==> config.mk <==
export PLATFORM = sky130hd
export DESIGN_NAME = tcm_arbiter
export DESIGN_NICKNAME = d
export VERILOG_FILES = /design/src/rtl/tcm_arbiter.sv
export SDC_FILE = /design/constraint.sdc
export NUM_CORES = 1
export LEC_CHECK = 0
export ABC_CLOCK_PERIOD_IN_PS = 2200
export CAP_MARGIN = 5
export CORE_AREA = 2 2 128 130
export DETAILED_ROUTE_END_ITERATION = 10
export DIE_AREA = 0 0 130 132
export SLEW_MARGIN = 20
export SYNTH_ARGS = -nofsm -noshare
export SYNTH_HDL_FRONTEND = slang
export SYNTH_SLANG_ARGS = --single-unit
==> constraint.sdc <==
create_clock -name clk -period 2.2 [get_ports clk]
set_input_delay 0.44 -clock clk [delete_from_list [all_inputs] [get_ports clk]]
set_output_delay 0.44 -clock clk [all_outputs]
set_load 0.02 [all_outputs]
==> src/rtl/tcm_arbiter.sv <==
// Three-port arbiter in front of tcm_controller: ibus, dbus and xbus share one TCM
// port through a combinational grant, with the response returned one cycle later.
`ifndef TCM_SIZE
`define TCM_SIZE 4096
`endif
`ifndef BUS_WIDTH
`define BUS_WIDTH 32
`endif
`ifndef BUS_ACC_WIDTH
`define BUS_ACC_WIDTH 2
`endif
`ifndef BUS_ACC_1B
`define BUS_ACC_1B 2'd0
`endif
`ifndef BUS_ACC_2B
`define BUS_ACC_2B 2'd1
`endif
`ifndef BUS_ACC_4B
`define BUS_ACC_4B 2'd2
`endif

module tcm_arbiter #(
    parameter int AW         = $clog2(`TCM_SIZE),
    parameter bit FIXED_PRIO = 1'b0
) (
    input  logic                      clk,
    input  logic                      rst,

    input  logic [AW-1:0]             i_addr,
    input  logic                      i_w_rb,
    input  logic [`BUS_ACC_WIDTH-1:0] i_acc,
    input  logic [`BUS_WIDTH-1:0]     i_wdata,
    input  logic                      i_req,
    output logic [`BUS_WIDTH-1:0]     i_rdata,
    output logic                      i_resp,
    output logic                      i_fault,

    input  logic [AW-1:0]             d_addr,
    input  logic                      d_w_rb,
    input  logic [`BUS_ACC_WIDTH-1:0] d_acc,
    input  logic [`BUS_WIDTH-1:0]     d_wdata,
    input  logic                      d_req,
    output logic [`BUS_WIDTH-1:0]     d_rdata,
    output logic                      d_resp,
    output logic                      d_fault,

    input  logic [AW-1:0]             x_addr,
    input  logic                      x_w_rb,
    input  logic [`BUS_ACC_WIDTH-1:0] x_acc,
    input  logic [`BUS_WIDTH-1:0]     x_wdata,
    input  logic                      x_req,
    output logic [`BUS_WIDTH-1:0]     x_rdata,
    output logic                      x_resp,
    output logic                      x_fault,

    output logic [AW-1:0]             t_addr,
    output logic                      t_w_rb,
    output logic [`BUS_ACC_WIDTH-1:0] t_acc,
    output logic [`BUS_WIDTH-1:0]     t_wdata,
    output logic                      t_req,
    input  logic [`BUS_WIDTH-1:0]     t_rdata,
    input  logic                      t_resp,
    input  logic                      t_fault
);

    localparam logic [1:0] IDX_I = 2'd0;
    localparam logic [1:0] IDX_D = 2'd1;
    localparam logic [1:0] IDX_X = 2'd2;

    logic [2:0] req;
    logic [2:0] gnt;
    logic [2:0] gnt_d, gnt_q;
    logic       flt_d, flt_q;
    logic [1:0] last_d, last_q;

    // First requester found in the order a, b, c; returned one-hot.
    function automatic logic [2:0] pick(input logic [2:0] r, input logic [1:0] a,
                                        input logic [1:0] b, input logic [1:0] c);
        logic [2:0] g;
        g = 3'b000;
        if (r[a])      g[a] = 1'b1;
        else if (r[b]) g[b] = 1'b1;
        else if (r[c]) g[c] = 1'b1;
        return g;
    endfunction

    assign req = {x_req, d_req, i_req};

    // NOTE: every always_comb output gets a default first so no path can infer a latch.
    always_comb begin
        gnt = 3'b000;
        if (!rst) begin
            if (FIXED_PRIO) begin
                gnt = pick(req, IDX_D, IDX_X, IDX_I);
            end else begin
                case (last_q)
                    IDX_I:   gnt = pick(req, IDX_D, IDX_X, IDX_I);
                    IDX_D:   gnt = pick(req, IDX_X, IDX_I, IDX_D);
                    default: gnt = pick(req, IDX_I, IDX_D, IDX_X);
                endcase
            end
        end
    end

    always_comb begin
        last_d = last_q;
        if (gnt[0])      last_d = IDX_I;
        else if (gnt[1]) last_d = IDX_D;
        else if (gnt[2]) last_d = IDX_X;
    end

    always_comb begin
        t_addr  = '0;
        t_w_rb  = 1'b0;
        t_acc   = '0;
        t_wdata = '0;
        if (gnt[0]) begin
            t_addr  = i_addr;
            t_w_rb  = i_w_rb;
            t_acc   = i_acc;
            t_wdata = i_wdata;
        end else if (gnt[1]) begin
            t_addr  = d_addr;
            t_w_rb  = d_w_rb;
            t_acc   = d_acc;
            t_wdata = d_wdata;
        end else if (gnt[2]) begin
            t_addr  = x_addr;
            t_w_rb  = x_w_rb;
            t_acc   = x_acc;
            t_wdata = x_wdata;
        end
    end

    assign t_req = (|gnt) & ~rst;
    assign gnt_d = gnt;
    assign flt_d = t_fault & t_req;

    // NOTE: sequential state uses non-blocking assignments so all flops sample pre-edge values.
    always_ff @(posedge clk or posedge rst) begin
        if (rst) begin
            gnt_q  <= 3'b000;
            flt_q  <= 1'b0;
            last_q <= IDX_X;
        end else begin
            gnt_q  <= gnt_d;
            flt_q  <= flt_d;
            last_q <= last_d;
        end
    end

    // The controller's response is registered, so returns depend only on flops and t_*.
    assign i_resp  = gnt_q[0] & t_resp;
    assign d_resp  = gnt_q[1] & t_resp;
    assign x_resp  = gnt_q[2] & t_resp;
    assign i_fault = gnt_q[0] & flt_q;
    assign d_fault = gnt_q[1] & flt_q;
    assign x_fault = gnt_q[2] & flt_q;
    assign i_rdata = t_rdata;
    assign d_rdata = t_rdata;
    assign x_rdata = t_rdata;

endmodule
# --- Word-level counts from Yosys, hierarchy flattened ---
# Index checks and enable logic that the tools add are counted.
op_classes:
  mux: 26
  bitwise_logic: 9
  n_reduce_logical: 3
  eq_ne: 1
op_table:
  columns: ["cell", "count"]
  rows:
  - ["$mux W32", 3]
  - ["$mux W12", 3]
  - ["$mux W2", 8]
  - ["$mux W1", 10]
  - ["$and A1 B1 Y1", 8]
  - ["$pmux W3 S2", 1]
  - ["$mux W3", 1]
  - ["$reduce_bool A3 Y1", 1]
  - ["$reduce_or A3 Y1", 1]
  - ["$eq A2 B1 Y1 const B", 1]
  - ["$logic_not A2 Y1", 1]
  - ["$not A1 Y1", 1]
totals:
  in_bits: 180
  wordCells: 42
  reg_bits: 6
  output_inout_bits: 150

# --- Depth between registers and ports, before layout ---
# Gate-level depths: netlist (run 1).
logic_depth:
  word_depth: 8
  depth_mapped: 5
  ltp_nobuf: 4

# --- Worst setup path after synthesis (run 1) ---
# OpenSTA, ideal clock, no wires.
synth_path:
  path_kind: "input -> output"
  from: "input port d_req"
  to: "output port t_acc[0]"
  path_slack_ns: 0.312
  n_path_buf: 2
  t_arrival_ns: 1.448
  cell_stages: 5
  t_required_ns: 1.760
  path_cell_list: "nor2b_1 > buf_2 > buf_2 > nand2_1 > o221ai_1"
synth_between:
  elab_chain_len: 7
  word_cells_on_any_way: 11
  cone_classes: "11 x mux"
synth_rtl:
  columns: ["item", "line", "source"]
  rows:
  - ["start, declared", "42", "input logic d_req,"]
  - ["$mux W1, on equally long branches", "81, 82, 83", null]
  - ["$mux W2 or $mux W1 (tied branches)", "81, 82", null]
  - ["$pmux W3 S2 *", "96", "case (last_q)"]
  - ["$mux W3 *", "92", "if (!rst) begin"]
  - ["$mux W2 or $mux W3 (tied branches)", "127, 92", null]
  - ["$mux W2", "122", "end else if (gnt[1]) begin"]
  - ["$mux W2 *", "117", "if (gnt[0]) begin"]
  - ["end, declared", "58", "output logic [`BUS_ACC_WIDTH-1:0] t_acc,"]
# Mark *: on every way between the ends. The rest lies on a longest branch, timed or not.

# --- Final worst setup path (run 1) ---
layout_path:
  from: "register last_q[1]"
  to: "output port t_wdata[12]"
layout_between:
  elab_chain_len: 6
  word_cells_on_any_way: 7
  cone_classes: "1 x eq/ne; 5 x mux; 1 x reduce/logical"
layout_rtl:
  columns: ["item", "line", "source"]
  rows:
  - ["start, declared", "74", "logic [1:0] last_d, last_q;"]
  - ["start signal, assigned", "148", "last_q <= last_d;"]
  - ["$eq A2 B1 Y1 or $logic_not A2 Y1 (tied branches)", "96", null]
  - ["$pmux W3 S2 *", "96", null]
  - ["$mux W3 *", "92", null]
  - ["$mux W32", "127", "end else if (gnt[2]) begin"]
  - ["$mux W32", "122", null]
  - ["$mux W32 *", "117", null]
  - ["end, declared", "59", "output logic [`BUS_WIDTH-1:0] t_wdata,"]
# Marks and branches as above.

==> flow_summary.ini, run 1 <==
[cts]
clk_path_buf_depth = 2
numClockSinks = 6
htreeDepth = 1
cts_buffers = 3
hold_buffers = 0
clk_pin_slew_ns = 0.03
cts_root_buf = clkbuf_16
clk_latency_ns = 0.23
cts_tree = done

[grt]
grt_pass1_vias = 3222
groute.usage.overall = 0.120
grt_pass1_wl_microns = 16400
grt_overflow_total = 0
grt_start_max_net_pins = 28
antenna_found_initial = 0

[setup_path]
crit_family = buffers and inverters
critPathMaxStageDelay_ns = 0.56
worst_ep_arrival_time_ns = 1.82
worst_setup_path_start_kind = register
slowest_stage = dfstp_2
cp_cell_sequence = nand2b_4 > buf_6 > nand3_4 > buf_12 > buf_16 > o221ai_1 > buf_4
critPathBufInv = 4
cp-end-kind = output pin
required_ns = 1.76
worstSetupPathType = register to output pin
path_max_fanout = 8
reg2reg_slack_ns = 0.58

[logic_synthesis]
netlist_area_sq_mm = 0.00232
synthCells = 351
yosys-top-cells-count = buf_4 (97), inv_1 (51), nand2_1 (49)
synthArstFlopShare = 1.00
synth_seq_area_share = 0.0653
synth_area_per_cell_sq_um = 6.60
syn_nets = 531
ys.flop_type = dfrtp_1
netlist-cell-type-count = 24
yosysWarnings = 0
synth_edf_count = 0
ys_ff_latch = 6
yosysMostFrequentCell = buf_4
synthTopCellsByArea = buf_4 (31%), o221ai_1 (18%), o211ai_1 (16%)
synth_top_area_frac = 0.314
synth_top_cell_by_area = buf_4

[pwr]
finalPower_uw = 2780
leakagePower_uw = 0.00190
ir_drop_v = 0.000209
powerDensity_mw_per_mm2 = 580

[die]
rows = 46
die_h_microns = 132
coreArea_sq_mm = 0.0157
num_io_pins = 330
fp.dieW_microns = 130
die_area_sq_mm = 0.0172
start_util = 0.147

[outcome]
violations = negative setup slack
outcome = finished with violations

[placed_design]
place.gp.congestion = 0.813
dp_hpwl_microns = 8230
port-buffer-count = 201
postPlaceCellArea_sq_mm = 0.00413

[sta]
slew_viol_final = 0
worst_pin_slew_ns = 0.312
rsz0062_at_grt = true
setup_violations = 15
period_minus_slack_ns = 2.26
finalHoldViolations = 0
timing.fmax_mhz = 442
skew_ns = 0.000291
max_slew_margin = 0.791
fin_crit_sh = 1.03
fin_ws_ns = -0.0634

[layout]
diodes = 0
nNetsFinal = 650
num-fill-cells = 1635
seq_area_sq_um = 151
area_growth_pct = 107
multi_input_area_sq_mm = 0.00152
final_util = 0.306
drive_gt1_frac = 0.307
fin_area_sq_mm = 0.00480

[drt]
wl_per_cell_microns = 17.0
ant_nets = 0
dr.first_iter.drc_count = 101
vias = 3014
drtPass1Iterations = 5
finalWirelength_microns = 11600
drc_errors = 0
drt-vias-per-instance = 4.40

[worst_hold_path]
min_path_type = primary input to asynchronous set/reset pin

[flow_run]
cap_violations = 0
[final cells by class]
type | count | area share
clock buffer | 4 | 0.0164
tap | 216 | 0.0563
inverter | 52 | 0.0406
multi-input combinational | 167 | 0.316
timing repair buffer | 240 | 0.539
sequential | 6 | 0.0315
[report_power, final]
group          total (uW)  switching (uW)  internal [uW]
Sequential            162            20.8            142
Clock                 306            65.2            241
Combinational        2310            1130           1180
Total                2780            1220           1560
[kinds of logic (layout without fill, tap and decap cells)]
logic type | after synthesis | after routing | synth area share
buffers and inverters | 178 | 296 | 0.457
AOI/OAI and AO/OA | 102 | 102 | 0.357
and+or+nand+nor | 65 | 65 | 0.121
DFF | 6 | 6 | 0.0653
[metrics by stage]
| step | hold WS, ns | TNS (ns) | std cells | worst slack (ns) |
|---|---|---|---|---|
| 2_1_floorplan | 0.239 | 0 | 351 | 0.312 |
| 3_3_place_gp | 0.580 | -28.86 | 666 | -0.691 |
| 3_5_place_dp | 0.591 | -28.58 | 666 | -0.703 |
| 4_1_cts | 0.498 | -1.67 | 681 | -0.110 |
| 5_1_grt | 0.495 | -2.38 | 685 | -0.126 |
| 6_report | 0.493 | -0.544 | 685 | -0.0634 |
[registers in the layout, summed over array words and instances (netlist names)]
register and flops:
last_q 2, flt_q 1, gnt_q 3
[layer usage]
layer	vias up	part of all wire	routed length [microns]	GRT usage
li1	1376	-	-	-
met1	1399	0.36	4140	0.124
met2	197	0.53	6120	0.227
met3	42	0.083	962	0.0296
met4	0	0.036	414	0.0490
met5	-	0	0	0
[what timing repair did]
| item | 4_1_cts | 5_1_grt |
|---|---|---|
| endpoints found under the hold margin | 0 | 0 |
| pin swaps | 8 | 12 |
| resized for setup | 310 | 56 |
| gates cloned | 5 | 2 |
| setup buffers | 7 | 4 |
| setup endpoints to repair | 48 | 48 |
[worst min-delay path: cells and delay by family]
kind                   cells  cell delay, ns
buffers and inverters      4            0.61
[cell usage in the layout, fill, tap and decap left out, types with 2 or more instances in the layout]
| cell type | synthesis | final |
|---|---|---|
| nand2_1 | 49 | 48 |
| o221ai_2 | 0 | 33 |
| dlygate4sd2_1 | 0 | 2 |
| buf_16 | 0 | 3 |
| o211ai_1 | 48 | 48 |
| buf_12 | 0 | 19 |
| dfrtp_1 | 5 | 5 |
| nor2b_4 | 0 | 4 |
| inv_1 | 51 | 51 |
| and2_1 | 6 | 6 |
| buf_4 | 97 | 46 |
| o221ai_4 | 0 | 7 |
| clkdlybuf4s50_1 | 0 | 149 |
| a21oi_4 | 0 | 2 |
| clkbuf_16 | 0 | 5 |
| buf_6 | 0 | 14 |
| buf_2 | 21 | 2 |
| o221ai_1 | 48 | 8 |
[final timing paths]
path	from	end	cells past startpoint
worst max-delay path	last_q[1]	t_wdata[12]	7
worst max register to register	last_q[1]	last_q[1]	7
min in group clk	last_q[1]	last_q[1]	1
worst min-delay path	rst	gnt_q[0]	4
max in group asynchronous	rst	last_q[1]	4
worst min register to register	last_q[1]	last_q[1]	1
(Power assumes the default switching activity.)
==> run 2: changes to the inputs <==
--- a/config.mk
+++ b/config.mk
@@ -10,7 +10,6 @@
 export CORE_AREA = 2 2 128 130
 export DETAILED_ROUTE_END_ITERATION = 10
 export DIE_AREA = 0 0 130 132
-export SLEW_MARGIN = 20
 export SYNTH_ARGS = -nofsm -noshare
 export SYNTH_HDL_FRONTEND = slang
 export SYNTH_SLANG_ARGS = --single-unit
==> results of run 2 <==
Final layout, timing and power as in run 1 (identical DEF).
==> RTL change (flow settings as in run 1) <==
`FIXED_PRIO`: 1'b0 -> 1'b1.
--- a/src/rtl/tcm_arbiter.sv
+++ b/src/rtl/tcm_arbiter.sv
@@ -23,3 +23,3 @@
     parameter int AW         = $clog2(`TCM_SIZE),
-    parameter bit FIXED_PRIO = 1'b0
+    parameter bit FIXED_PRIO = 1'b1
 ) (
Behaviour: not the same (Yosys sat finds a counterexample within 4 cycles, from zero or initial values and one cycle with rst high).
==> RTL change against run 1 <==
Setup slack improved by 17 ps; highest routed layer is now met5; synthesized area decreased by 23%; routed wire length decreased by 21%; cell count decreased by 13%; the flow still finishes with violations (negative setup slack); sequential cell count decreased by 2; non-clock buffer count decreased by 21; via count decreased by 22%; critical path depth increased by 1; first-iteration DRC count decreased by 17%; cell area decreased by 27%.
Power is not compared: it rests on default switching activity, and its combinational part moved more than twofold at a synthesized area within 25%.
==> RTL change: results (changes against run 1) <==
[cts]
cts_inserted_buffers = 3  ; unchanged
clk_pin_slew_worst_paths_ps = 30  ; about the same
clock_path_buffers = 2  ; unchanged
cts-root-buf = clkbuf_16  ; unchanged
cts_max_level = 1  ; unchanged

[global_routing]
grt_pass1_vias = 2486  ; was 3222
grt.total_usage_pct = 9.840  ; was 12.03%
grt_pass1_wl_mm = 13.14  ; was 16.37 mm
antenna_found_initial = 1  ; was 0
grt_max_degree = 49  ; was 28
globalRouteOverflowTotal = 0  ; unchanged

[status]
failed_checks = negative setup slack  ; unchanged
status = finished with violations  ; unchanged

[routing]
vias = 2338  ; was 3014
first_pass_iters = 4  ; was 5
wl_mm = 9.196  ; was 11.64 mm
first_iter_violations = 84  ; was 101

[final_layout]
fillers = 1754  ; was 1635
diodes = 0  ; unchanged
layout-drive-gt1-share_pct = 21.26  ; was 30.70%
nets = 563  ; was 650
top_regs = gnt_q: 3 flops, flt_q: 1 flops  ; was gnt_q: 3 flops, last_q: 2 flops, flt_q: 1 flops

[yosys]
synthArstFlopShare_pct = 100.0  ; unchanged
yosysUniqueCellTypes = 14  ; was 24
synth_warnings = 0  ; unchanged
ys.flop_type = dfrtp_1  ; unchanged
synth_area_leaders = buf_4, a221oi_1, nor2_1  ; was buf_4, o221ai_1, o211ai_1
yosysSeqAreaShare_pct = 5.618  ; was 6.533%
synth_common_cells = buf_4, nor2_1, a221oi_1, buf_2, clkbuf_1  ; was buf_4, inv_1, nand2_1, o211ai_1, o221ai_1
syn_nets = 455  ; was 531

[min_path]
hp-class = in -> async  ; unchanged

[worst_setup_path]
cp_max_fo = 8  ; unchanged
critPathArrivalTime_ps = 1810
critPathSlowestCell = or4b_4  ; was dfstp_2
slowest_delay_ps = 580  ; was 560 ps
path_delay_family = simple AND/OR/NAND/NOR gates  ; was buffers and inverters

[sta]
setup_viol_count_final = 28  ; was 15
setup_tns_ps = -469.4  ; was -543.9 ps
slew_headroom_pct = 76.00  ; was 79.13%
setup_ws_ps = -46.02  ; was -63.36 ps

[place]
gp_congestion = 0.7780  ; was 0.8134
dp_hpwl_mm = 6.653  ; was 8.230 mm
port_buffers = 201  ; unchanged

[power]
p_leak_uw = 0.001444
ir_drop_mv = 0.1783

[RTL change: cell count changes after synthesis, moves of 12 or more]
cell      before  now
a221oi_1       0   47
o221ai_1      48    0
nor2_1         2   95
inv_1         51    1
buf_2         21    9
nand2_1       49    0
o211ai_1      48    0
[RTL change: metrics by stage]
stage               std cells  power, uW  area, um2  setup slack, ps  hold slack (ps)
detailed placement        586      753.0       3357           -852.0            827.8
global route              597       1074       3517           -103.7            246.9
floorplan                 275      555.8       1782            107.1            206.1
finish                    597       1024       3517           -46.02            238.7
CTS                       597       1032       3503           -117.7            259.6
global placement          586      747.3       3357           -829.8            831.6
[RTL change: cells by family (layout without fill, tap and decap cells)]
logic type / count (synthesis) / after routing / share of synthesized area (%)
simple gates: 106 / 106 / 24.30
compound gates: 47 / 47 / 23.10
buf+inv: 118 / 224 / 46.98
flops: 4 / 4 / 5.618
[RTL change: power breakdown]
part | internal [uW] | switching (uW)
Sequential | 77.2 | 1.25
Combinational | 400 | 266
Clock | 232 | 47.9
[RTL change: repair_timing]
action                     in CTS  in global routing
setup buffers                   5                  0
pin swaps                      46                  3
cloned                          3                  1
setup endpoints to repair      48                 47
resized for setup             259                  3
[RTL change: worst paths after layout]
check / start / to / slack, ps / depth (start not counted)
max in group asynchronous: rst / flt_q / 1820 / 3
setup / recovery: rst / t_wdata[16] / -50 / 8
min in group clk: rst / flt_q / 680 / 4
hold / removal: rst / gnt_q[2] / 240 / 3
[RTL change: area by class of cell]
class	count	area, um2	area share [%]
well taps	216	270.3	7.684
multi-input cells	153	888.4	25.26
inverters	2	15.01	0.4269
clock buffers	3	75.07	2.134
repair buffers	219	2168	61.65
flip-flops and latches	4	100.1	2.846
[RTL change: routing by layer]
metal  part of all wire (%)  track usage (%)  vias up
met5                   0.17                0        -
met3                     10            3.166       33
met4                    2.5            3.286        2
met2                     53            18.96      187
li1                       -                -     1070
met1                     34            9.692     1046
